## src/rtl/rv32i_enc_pkg.sv

```systemverilog
// Shared constants for the RV32I instruction encoder: op enum, opcodes,
// function fields, instruction formats and the encoder FSM state type.
package rv32i_enc_pkg;

    localparam logic [5:0] OP_LUI   = 6'd0;
    localparam logic [5:0] OP_AUIPC = 6'd1;
    localparam logic [5:0] OP_JAL   = 6'd2;
    localparam logic [5:0] OP_JALR  = 6'd3;
    localparam logic [5:0] OP_BEQ   = 6'd4;
    localparam logic [5:0] OP_BNE   = 6'd5;
    localparam logic [5:0] OP_BLT   = 6'd6;
    localparam logic [5:0] OP_BGE   = 6'd7;
    localparam logic [5:0] OP_BLTU  = 6'd8;
    localparam logic [5:0] OP_BGEU  = 6'd9;
    localparam logic [5:0] OP_LB    = 6'd10;
    localparam logic [5:0] OP_LH    = 6'd11;
    localparam logic [5:0] OP_LW    = 6'd12;
    localparam logic [5:0] OP_LBU   = 6'd13;
    localparam logic [5:0] OP_LHU   = 6'd14;
    localparam logic [5:0] OP_SB    = 6'd15;
    localparam logic [5:0] OP_SH    = 6'd16;
    localparam logic [5:0] OP_SW    = 6'd17;
    localparam logic [5:0] OP_ADDI  = 6'd18;
    localparam logic [5:0] OP_SLTI  = 6'd19;
    localparam logic [5:0] OP_SLTIU = 6'd20;
    localparam logic [5:0] OP_XORI  = 6'd21;
    localparam logic [5:0] OP_ORI   = 6'd22;
    localparam logic [5:0] OP_ANDI  = 6'd23;
    localparam logic [5:0] OP_SLLI  = 6'd24;
    localparam logic [5:0] OP_SRLI  = 6'd25;
    localparam logic [5:0] OP_SRAI  = 6'd26;
    localparam logic [5:0] OP_ADD   = 6'd27;
    localparam logic [5:0] OP_SUB   = 6'd28;
    localparam logic [5:0] OP_SLL   = 6'd29;
    localparam logic [5:0] OP_SLT   = 6'd30;
    localparam logic [5:0] OP_SLTU  = 6'd31;
    localparam logic [5:0] OP_XOR   = 6'd32;
    localparam logic [5:0] OP_SRL   = 6'd33;
    localparam logic [5:0] OP_SRA   = 6'd34;
    localparam logic [5:0] OP_OR    = 6'd35;
    localparam logic [5:0] OP_AND   = 6'd36;
    localparam logic [5:0] OP_FENCE = 6'd37;
    localparam logic [5:0] OP_PAUSE = 6'd38;

    localparam logic [6:0] OPC_LUI    = 7'b0110111;
    localparam logic [6:0] OPC_AUIPC  = 7'b0010111;
    localparam logic [6:0] OPC_JAL    = 7'b1101111;
    localparam logic [6:0] OPC_JALR   = 7'b1100111;
    localparam logic [6:0] OPC_BRANCH = 7'b1100011;
    localparam logic [6:0] OPC_LOAD   = 7'b0000011;
    localparam logic [6:0] OPC_STORE  = 7'b0100011;
    localparam logic [6:0] OPC_OPIMM  = 7'b0010011;
    localparam logic [6:0] OPC_OP     = 7'b0110011;
    localparam logic [6:0] OPC_MISC   = 7'b0001111;

    localparam logic [2:0] F3_ADD  = 3'd0;
    localparam logic [2:0] F3_SLL  = 3'd1;
    localparam logic [2:0] F3_SLT  = 3'd2;
    localparam logic [2:0] F3_SLTU = 3'd3;
    localparam logic [2:0] F3_XOR  = 3'd4;
    localparam logic [2:0] F3_SR   = 3'd5;
    localparam logic [2:0] F3_OR   = 3'd6;
    localparam logic [2:0] F3_AND  = 3'd7;
    localparam logic [2:0] F3_BEQ  = 3'd0;
    localparam logic [2:0] F3_BNE  = 3'd1;
    localparam logic [2:0] F3_BLT  = 3'd4;
    localparam logic [2:0] F3_BGE  = 3'd5;
    localparam logic [2:0] F3_BLTU = 3'd6;
    localparam logic [2:0] F3_BGEU = 3'd7;
    localparam logic [2:0] F3_B    = 3'd0;
    localparam logic [2:0] F3_H    = 3'd1;
    localparam logic [2:0] F3_W    = 3'd2;
    localparam logic [2:0] F3_BU   = 3'd4;
    localparam logic [2:0] F3_HU   = 3'd5;

    localparam logic [6:0] F7_BASE = 7'b0000000;
    localparam logic [6:0] F7_ALT  = 7'b0100000;

    typedef enum logic [2:0] {
        FMT_R, FMT_I, FMT_S, FMT_B, FMT_U, FMT_J, FMT_SH
    } fmt_e;

    typedef enum logic [1:0] {
        S_IDLE, S_ENCODE, S_WRITE
    } enc_state_e;

endpackage

```

## src/rtl/rv32i_enc_pack.sv

```systemverilog
// Combinational op + fields -> RV32I word and reject flag.
// ZIHINTPAUSE_EN enables OP_PAUSE; otherwise it is treated as an undefined op.
module rv32i_enc_pack
    import rv32i_enc_pkg::*;
(
    input  logic [5:0]         op,
    input  logic [4:0]         rd,
    input  logic [4:0]         rs1,
    input  logic [4:0]         rs2,
    input  logic signed [31:0] imm,
    output logic [31:0]        word,
    output logic               err
);

    fmt_e               fmt;
    logic [6:0]         opc;
    logic [2:0]         fn3;
    logic [6:0]         fn7;
    logic               known;
    logic               range_ok;
    logic [4:0]         rd_f;
    logic [4:0]         rs1_f;
    logic signed [31:0] imm_f;

    always_comb begin
        fmt   = FMT_R;
        opc   = '0;
        fn3   = '0;
        fn7   = F7_BASE;
        known = 1'b1;
        rd_f  = rd;
        rs1_f = rs1;
        imm_f = imm;
        case (op)
            OP_LUI:   begin fmt = FMT_U;  opc = OPC_LUI;   end
            OP_AUIPC: begin fmt = FMT_U;  opc = OPC_AUIPC; end
            OP_JAL:   begin fmt = FMT_J;  opc = OPC_JAL;   end
            OP_JALR:  begin fmt = FMT_I;  opc = OPC_JALR;   fn3 = F3_ADD;  end
            OP_BEQ:   begin fmt = FMT_B;  opc = OPC_BRANCH; fn3 = F3_BEQ;  end
            OP_BNE:   begin fmt = FMT_B;  opc = OPC_BRANCH; fn3 = F3_BNE;  end
            OP_BLT:   begin fmt = FMT_B;  opc = OPC_BRANCH; fn3 = F3_BLT;  end
            OP_BGE:   begin fmt = FMT_B;  opc = OPC_BRANCH; fn3 = F3_BGE;  end
            OP_BLTU:  begin fmt = FMT_B;  opc = OPC_BRANCH; fn3 = F3_BLTU; end
            OP_BGEU:  begin fmt = FMT_B;  opc = OPC_BRANCH; fn3 = F3_BGEU; end
            OP_LB:    begin fmt = FMT_I;  opc = OPC_LOAD;   fn3 = F3_B;    end
            OP_LH:    begin fmt = FMT_I;  opc = OPC_LOAD;   fn3 = F3_H;    end
            OP_LW:    begin fmt = FMT_I;  opc = OPC_LOAD;   fn3 = F3_W;    end
            OP_LBU:   begin fmt = FMT_I;  opc = OPC_LOAD;   fn3 = F3_BU;   end
            OP_LHU:   begin fmt = FMT_I;  opc = OPC_LOAD;   fn3 = F3_HU;   end
            OP_SB:    begin fmt = FMT_S;  opc = OPC_STORE;  fn3 = F3_B;    end
            OP_SH:    begin fmt = FMT_S;  opc = OPC_STORE;  fn3 = F3_H;    end
            OP_SW:    begin fmt = FMT_S;  opc = OPC_STORE;  fn3 = F3_W;    end
            OP_ADDI:  begin fmt = FMT_I;  opc = OPC_OPIMM;  fn3 = F3_ADD;  end
            OP_SLTI:  begin fmt = FMT_I;  opc = OPC_OPIMM;  fn3 = F3_SLT;  end
            OP_SLTIU: begin fmt = FMT_I;  opc = OPC_OPIMM;  fn3 = F3_SLTU; end
            OP_XORI:  begin fmt = FMT_I;  opc = OPC_OPIMM;  fn3 = F3_XOR;  end
            OP_ORI:   begin fmt = FMT_I;  opc = OPC_OPIMM;  fn3 = F3_OR;   end
            OP_ANDI:  begin fmt = FMT_I;  opc = OPC_OPIMM;  fn3 = F3_AND;  end
            OP_SLLI:  begin fmt = FMT_SH; opc = OPC_OPIMM;  fn3 = F3_SLL;  end
            OP_SRLI:  begin fmt = FMT_SH; opc = OPC_OPIMM;  fn3 = F3_SR;   end
            OP_SRAI:  begin fmt = FMT_SH; opc = OPC_OPIMM;  fn3 = F3_SR;  fn7 = F7_ALT; end
            OP_ADD:   begin fmt = FMT_R;  opc = OPC_OP;     fn3 = F3_ADD;  end
            OP_SUB:   begin fmt = FMT_R;  opc = OPC_OP;     fn3 = F3_ADD; fn7 = F7_ALT; end
            OP_SLL:   begin fmt = FMT_R;  opc = OPC_OP;     fn3 = F3_SLL;  end
            OP_SLT:   begin fmt = FMT_R;  opc = OPC_OP;     fn3 = F3_SLT;  end
            OP_SLTU:  begin fmt = FMT_R;  opc = OPC_OP;     fn3 = F3_SLTU; end
            OP_XOR:   begin fmt = FMT_R;  opc = OPC_OP;     fn3 = F3_XOR;  end
            OP_SRL:   begin fmt = FMT_R;  opc = OPC_OP;     fn3 = F3_SR;   end
            OP_SRA:   begin fmt = FMT_R;  opc = OPC_OP;     fn3 = F3_SR;  fn7 = F7_ALT; end
            OP_OR:    begin fmt = FMT_R;  opc = OPC_OP;     fn3 = F3_OR;   end
            OP_AND:   begin fmt = FMT_R;  opc = OPC_OP;     fn3 = F3_AND;  end
            // FENCE keeps only pred/succ; fm, rd and rs1 are always zero
            OP_FENCE: begin
                fmt   = FMT_I;
                opc   = OPC_MISC;
                rd_f  = '0;
                rs1_f = '0;
                imm_f = {24'd0, imm[7:0]};
            end
`ifdef ZIHINTPAUSE_EN
            OP_PAUSE: begin
                fmt   = FMT_I;
                opc   = OPC_MISC;
                rd_f  = '0;
                rs1_f = '0;
                imm_f = 32'sh0000_0010;
            end
`endif
            default:  known = 1'b0;
        endcase
    end

    always_comb begin
        word     = '0;
        range_ok = 1'b0;
        case (fmt)
            FMT_R: begin
                range_ok = 1'b1;
                word     = {fn7, rs2, rs1_f, fn3, rd_f, opc};
            end
            FMT_I: begin
                range_ok = (imm_f[31:11] == {21{imm_f[11]}});
                word     = {imm_f[11:0], rs1_f, fn3, rd_f, opc};
            end
            FMT_SH: begin
                range_ok = (imm_f[31:5] == 27'd0);
                word     = {fn7, imm_f[4:0], rs1_f, fn3, rd_f, opc};
            end
            FMT_S: begin
                range_ok = (imm_f[31:11] == {21{imm_f[11]}});
                word     = {imm_f[11:5], rs2, rs1_f, fn3, imm_f[4:0], opc};
            end
            FMT_B: begin
                range_ok = (imm_f[31:12] == {20{imm_f[12]}}) && !imm_f[0];
                word     = {imm_f[12], imm_f[10:5], rs2, rs1_f, fn3,
                            imm_f[4:1], imm_f[11], opc};
            end
            FMT_U: begin
                range_ok = (imm_f[11:0] == 12'd0);
                word     = {imm_f[31:12], rd_f, opc};
            end
            FMT_J: begin
                range_ok = (imm_f[31:20] == {12{imm_f[20]}}) && !imm_f[0];
                word     = {imm_f[20], imm_f[10:1], imm_f[11], imm_f[19:12], rd_f, opc};
            end
            default: range_ok = 1'b0;
        endcase
        err = !known || !range_ok;
    end

endmodule

```

## src/rtl/rv32i_instr_encoder.sv

```systemverilog
// RV32I encoder front end: valid/ready request intake, encode/check, IMEM write
// with auto-incrementing address. ZIHINTPAUSE_EN (see rv32i_enc_pack) enables OP_PAUSE.
module rv32i_instr_encoder
    import rv32i_enc_pkg::*;
#(
    parameter int ADDR_W = 12,
    parameter int CNT_W  = 16
) (
    input  logic              clk,
    input  logic              reset,
    input  logic              start,
    input  logic [ADDR_W-1:0] base_addr,
    input  logic              in_valid,
    output logic              in_ready,
    input  logic [5:0]        in_op,
    input  logic [4:0]        in_rd,
    input  logic [4:0]        in_rs1,
    input  logic [4:0]        in_rs2,
    input  logic [31:0]       in_imm,
    output logic              mem_w,
    output logic [ADDR_W-1:0] mem_addr,
    output logic [31:0]       mem_data,
    input  logic              mem_ready,
    output logic              imm_err,
    output logic [CNT_W-1:0]  instr_count,
    output logic              busy
);

    enc_state_e         state;
    logic [5:0]         op_p0;
    logic [4:0]         rd_p0;
    logic [4:0]         rs1_p0;
    logic [4:0]         rs2_p0;
    logic signed [31:0] imm_p0;
    logic [31:0]        word_p1;
    logic               err_p1;

    function automatic logic [CNT_W-1:0] sat_inc(input logic [CNT_W-1:0] c);
        return (&c) ? c : c + CNT_W'(1);
    endfunction

    assign in_ready = (state == S_IDLE) && !start;
    assign busy     = (state != S_IDLE);

    // Stage p0: request holding register, loaded only on an accepted handshake
    always_ff @(posedge clk) begin
        if (in_valid && in_ready) begin
            op_p0  <= in_op;
            rd_p0  <= in_rd;
            rs1_p0 <= in_rs1;
            rs2_p0 <= in_rs2;
            imm_p0 <= $signed(in_imm);
        end
    end

    // Stage p1: pack and range check, consumed by the FSM during ENCODE
    rv32i_enc_pack u_pack (
        .op   (op_p0),
        .rd   (rd_p0),
        .rs1  (rs1_p0),
        .rs2  (rs2_p0),
        .imm  (imm_p0),
        .word (word_p1),
        .err  (err_p1)
    );

    always_ff @(posedge clk) begin
        if (reset) begin
            state       <= S_IDLE;
            mem_w       <= 1'b0;
            mem_addr    <= '0;
            mem_data    <= '0;
            imm_err     <= 1'b0;
            instr_count <= '0;
        end else if (start) begin
            state       <= S_IDLE;
            mem_w       <= 1'b0;
            mem_addr    <= {base_addr[ADDR_W-1:2], 2'b00};
            imm_err     <= 1'b0;
            instr_count <= '0;
        end else begin
            imm_err <= 1'b0;
            case (state)
                S_IDLE: begin
                    if (in_valid && in_ready) state <= S_ENCODE;
                end
                S_ENCODE: begin
                    if (err_p1) begin
                        imm_err <= 1'b1;
                        state   <= S_IDLE;
                    end else begin
                        mem_data <= word_p1;
                        mem_w    <= 1'b1;
                        state    <= S_WRITE;
                    end
                end
                S_WRITE: begin
                    if (mem_ready) begin
                        mem_w       <= 1'b0;
                        mem_addr    <= mem_addr + ADDR_W'(4);
                        instr_count <= sat_inc(instr_count);
                        state       <= S_IDLE;
                    end
                end
                default: state <= S_IDLE;
            endcase
        end
    end

endmodule
```

## config.mk

```make
export PLATFORM = sky130hd
export DESIGN_NAME = rv32i_instr_encoder
export DESIGN_NICKNAME = d
export VERILOG_FILES = /design/src/rtl/rv32i_enc_pkg.sv /design/src/rtl/rv32i_enc_pack.sv /design/src/rtl/rv32i_instr_encoder.sv
export SDC_FILE = /design/constraint.sdc
export NUM_CORES = 1
export LEC_CHECK = 0
export BUFFER_PORTS_ARGS = -buffer_cell sky130_fd_sc_hd__buf_2
export CAP_MARGIN = 30
export CELL_PAD_IN_SITES_DETAIL_PLACEMENT = 0
export CELL_PAD_IN_SITES_GLOBAL_PLACEMENT = 1
export CORE_ASPECT_RATIO = 1.75
export CORE_MARGIN = 2
export CORE_UTILIZATION = 44
export DETAILED_ROUTE_END_ITERATION = 6
export HOLD_SLACK_MARGIN = 0.02
export PLACE_DENSITY = 0.95
export SLEW_MARGIN = 20
export SYNTH_ARGS = -nofsm -noshare
export SYNTH_HDL_FRONTEND = slang
export SYNTH_SLANG_ARGS = --single-unit
```

## constraint.sdc

```tcl
create_clock -name clk -period 8.3 [get_ports clk]
set_clock_uncertainty 0.1 [all_clocks]
set_input_delay 2.075 -clock clk [delete_from_list [all_inputs] [get_ports clk]]
set_output_delay 2.075 -clock clk [all_outputs]
set_load 0.05 [all_outputs]
```

==> results summary <==
The part of the power in combinational logic came out at 0.073. The count of input and output buffers came out at around 130. The total power is between 0.0015 and 0.002 W. The count of TritonRoute iterations in the first routing pass is 7.

The HPWL after detailed placement is 12,220 microns. The clock passes through at most 2 buffers. In the final layout, the share of cells above drive strength 1 is 0.2803.

The sort of element at the start of the critical path is a primary input. In the post-synthesis netlist, the cell with the most instances is nand2_1. The maximum achievable frequency is slightly above 0.2 GHz. Subtracting the final worst setup slack from the clock period gives about 5000 ps. The internal reg-to-reg setup slack is 4190 ps.

For this run, the total global-route usage over all layers was measured as 0.2366. TritonCTS built the clock tree. For this run, the register share of the synthesized area comes to 0.4936. The number of diodes added for antenna fixing came out at 0. In the synthesized netlist the dominant register cell turns out to be dfxtp_1. The worst register-to-register path begins at op_p0[2]. The remaining antenna violation count is 0. The proportion of register bits with asynchronous set or reset after synthesis came out at 0. The number of flops mapped to enable cells by yosys came out at 53. The filler cells instantiated in the layout total between 1k and 1.5k. The floorplan step defined a die boundary enclosing 13,910 sq um.

The total of warnings raised by yosys is 0. In this run the worst setup path begins at start. The clock network power share is 0.519. The synthesized area per cell came out at around 9.9 sq um. The register clock-pin slew on the reported worst setup and hold paths is 50 ps. The area fraction of the dominant cell type after synthesis is 0.2793.

The vertical extent of the die came out at between 150 and 200 microns. The overflow left after global routing came out at 0. In this run the static leakage power is between 3 and 4 nW. Entering global routing, the biggest net connects 32 pins. Hold repair after CTS inserted 0 buffers. The weighted congestion at the end of routability-driven global placement came out at 0.9312.

Summing every instance area after synthesis gives around 5700 sq um. The tool flagged a number of max-cap violations equal to 0. The biggest fanout along the worst timing path is 23. The via count of the first global-routing pass is 4,943. The via count is ~5k.

For this design the total switching power over the nets is 0.0003362 W. In this run the critical register-to-register path is captured at mem_data[11]. For this run, the share of the core covered by cells in the final layout is 0.5578. Synthesis inferred roughly 110 register bits.

The part of the total power dissipated in sequential elements came out at 0.408. The count of routing violations after the opening detailed-route iteration is 329. Post-CTS repair changed the size of 0 cells. The total negative setup slack came out at 0 ps. The worst endpoint required time is roughly 6100 ps. The number of buffers inserted to repair setup after CTS came out at 0.

The number of top-level pins came out at between 100 and 150. The internal portion of the total power is 0.001193 W. The number of instances in the synthesized netlist is 575. The power density over cell area is between 200 and 250 nW/um^2. After detailed routing, the number of vias per cell comes to 5.546. Setup repair after global routing left no endpoint under its margin. The CTS buffer count came out at 17.

The count of pins over their slew limit came out at 0. The detailed-route wire length is 16,450 microns. For the worst setup path, the data arrival time is roughly 2800 ps. The depth of the worst register-to-register path is 11. The switching share of power is 0.2198. Setup violations remaining at the end of the flow were counted as 0. For this run, design rule violations remaining after detail routing come to 0.

At the pin with the least slew margin, the transition time is around 920 ps. The peak ir drop on the vdd network is around 0.17 mV. The standard-cell row count came out at 55. For this configuration, the core starts out at a cell density of 0.4452. The final hold violation count is 0.

The final worst-path cycle share is 0.5982. The area growth from synthesis to layout is 25.30%. The area of the core came out at between 10,000 and 15,000 sq um. The floorplan step set the die width to 90.02 microns. The initial antenna violation count came out at 0. The final routed wire length divided by cell count came out at 18.67 microns. The first global-routing pass estimated 25,660 microns of wire. The endpoint class of the critical path is a primary output. The insertion delay of the later-clocked pin in the worst-skew pair came out at between 400 and 500 ps. After synthesis, the cell types taking the most area are edfxtp_1, dfxtp_1, nand2_1, mux2i_1, nor2_1. The cell type with the largest total area after synthesis is edfxtp_1. The tree is rooted in a clkbuf_16. After synthesis, the most frequently instantiated cells are nand2_1, dfxtp_1, nor2_1. The min-delay analysis places its worst path in the category reg2reg. The H-tree was split into 4 levels. The termination of the worst setup path is in_ready. The clock sink total is approximately 110. The critical path is of the in2out type. The unique cell type count in the Yosys netlist came out at 76. The net count reported at finish is 770. The flow ran to the end, and the final reports show no timing, DRC or antenna violations. The headroom to the max-slew limit came out at 0.3837.
[cell type report]
type	count	area [sq um]	share of cell area
clock buffer	21	460.4	0.06449
sequential	114	2813	0.3940
tap	171	214.0	0.02997
clock inverter	11	182.7	0.02559
multi-input combinational	420	2693	0.3771
inverter	9	33.78	0.004732
timing repair buffer	135	743.2	0.1041
[power groups by stage]
| stage | clock (W) | combinational (W) | sequential [W] |
|---|---|---|---|
| 6_report | 0.000794 | 0.000111 | 0.000625 |
| 5_1_grt | 0.000829 | 0.000121 | 0.000626 |
| 4_1_cts | 0.000804 | 0.000111 | 0.000624 |
| 3_5_place_dp | 0 | 0.000110 | 0.000635 |
| 3_3_place_gp | 0 | 0.000105 | 0.000635 |
| 2_1_floorplan | 0 | 0.0000654 | 0.000638 |
[layout by cell type (no fill, tap or decap), types with 15 or more instances in the layout]
cell type | synthesis | final
o21ai_0 | 19 | 19
clkbuf_16 | 0 | 17
nor2b_1 | 15 | 15
nor2_1 | 54 | 54
edfxtp_1 | 53 | 53
xor2_1 | 18 | 18
dfxtp_1 | 61 | 61
a21oi_1 | 33 | 33
mux2i_1 | 23 | 23
nand2_1 | 71 | 71
buf_2 | 5 | 129
[logic make-up after synthesis]
logic type / synth area share
mux: 0.06412
simple gates: 0.2064
xor+xnor: 0.03535
compound gates: 0.1585
buf+inv: 0.03469
flops: 0.4936
fa+ha+maj: 0.006588
other cells: 0.0006581
[critical path: stages]
cell and delay [ps]:
buf_2 230, nor2_1 190, buf_2 290
[registers in the layout (all words and copies together), names as in the netlist]
name,cells
imm_p0,32
mem_data,31
instr_count,16
mem_addr,10
op_p0,6
rd_p0,5
rs1_p0,5
rs2_p0,5
state,2
imm_err,1
mem_w,1
[stage by stage]
| stage | instance area (sq um) | instances | setup WS, ps | hold slack (ps) |
|---|---|---|---|---|
| after global routing | 7139 | 881 | 3260 | 366.2 |
| after detailed placement | 6496 | 849 | 3343 | 349.5 |
| after CTS | 7139 | 881 | 3338 | 359.4 |
| final | 7139 | 881 | 3335 | 357.6 |
| after global placement | 6421 | 846 | 3344 | 343.4 |
| after floorplan | 5702 | 576 | 3156 | 361.3 |
[worst min-delay path by stage]
stage,startpoint,to,cells after the start
floorplan,state[1],state[1],2
global placement,mem_w,mem_w,2
detailed placement,mem_data[6],mem_data[6],2
CTS,mem_data[28],mem_data[28],2
global route,mem_data[6],mem_data[6],2
finish,mem_data[6],mem_data[6],2
[metal layers]
| layer | global-route usage | share of wire | vias up |
|---|---|---|---|
| met2 | 0.4354 | 0.54 | 173 |
| met4 | 0.1531 | 0.056 | 0 |
| met3 | 0.06040 | 0.055 | 49 |
| li1 | - | - | 2351 |
| met1 | 0.2322 | 0.35 | 2313 |
| met5 | 0 | 0 | - |
Note: power is estimated with default switching activity, not from simulation.
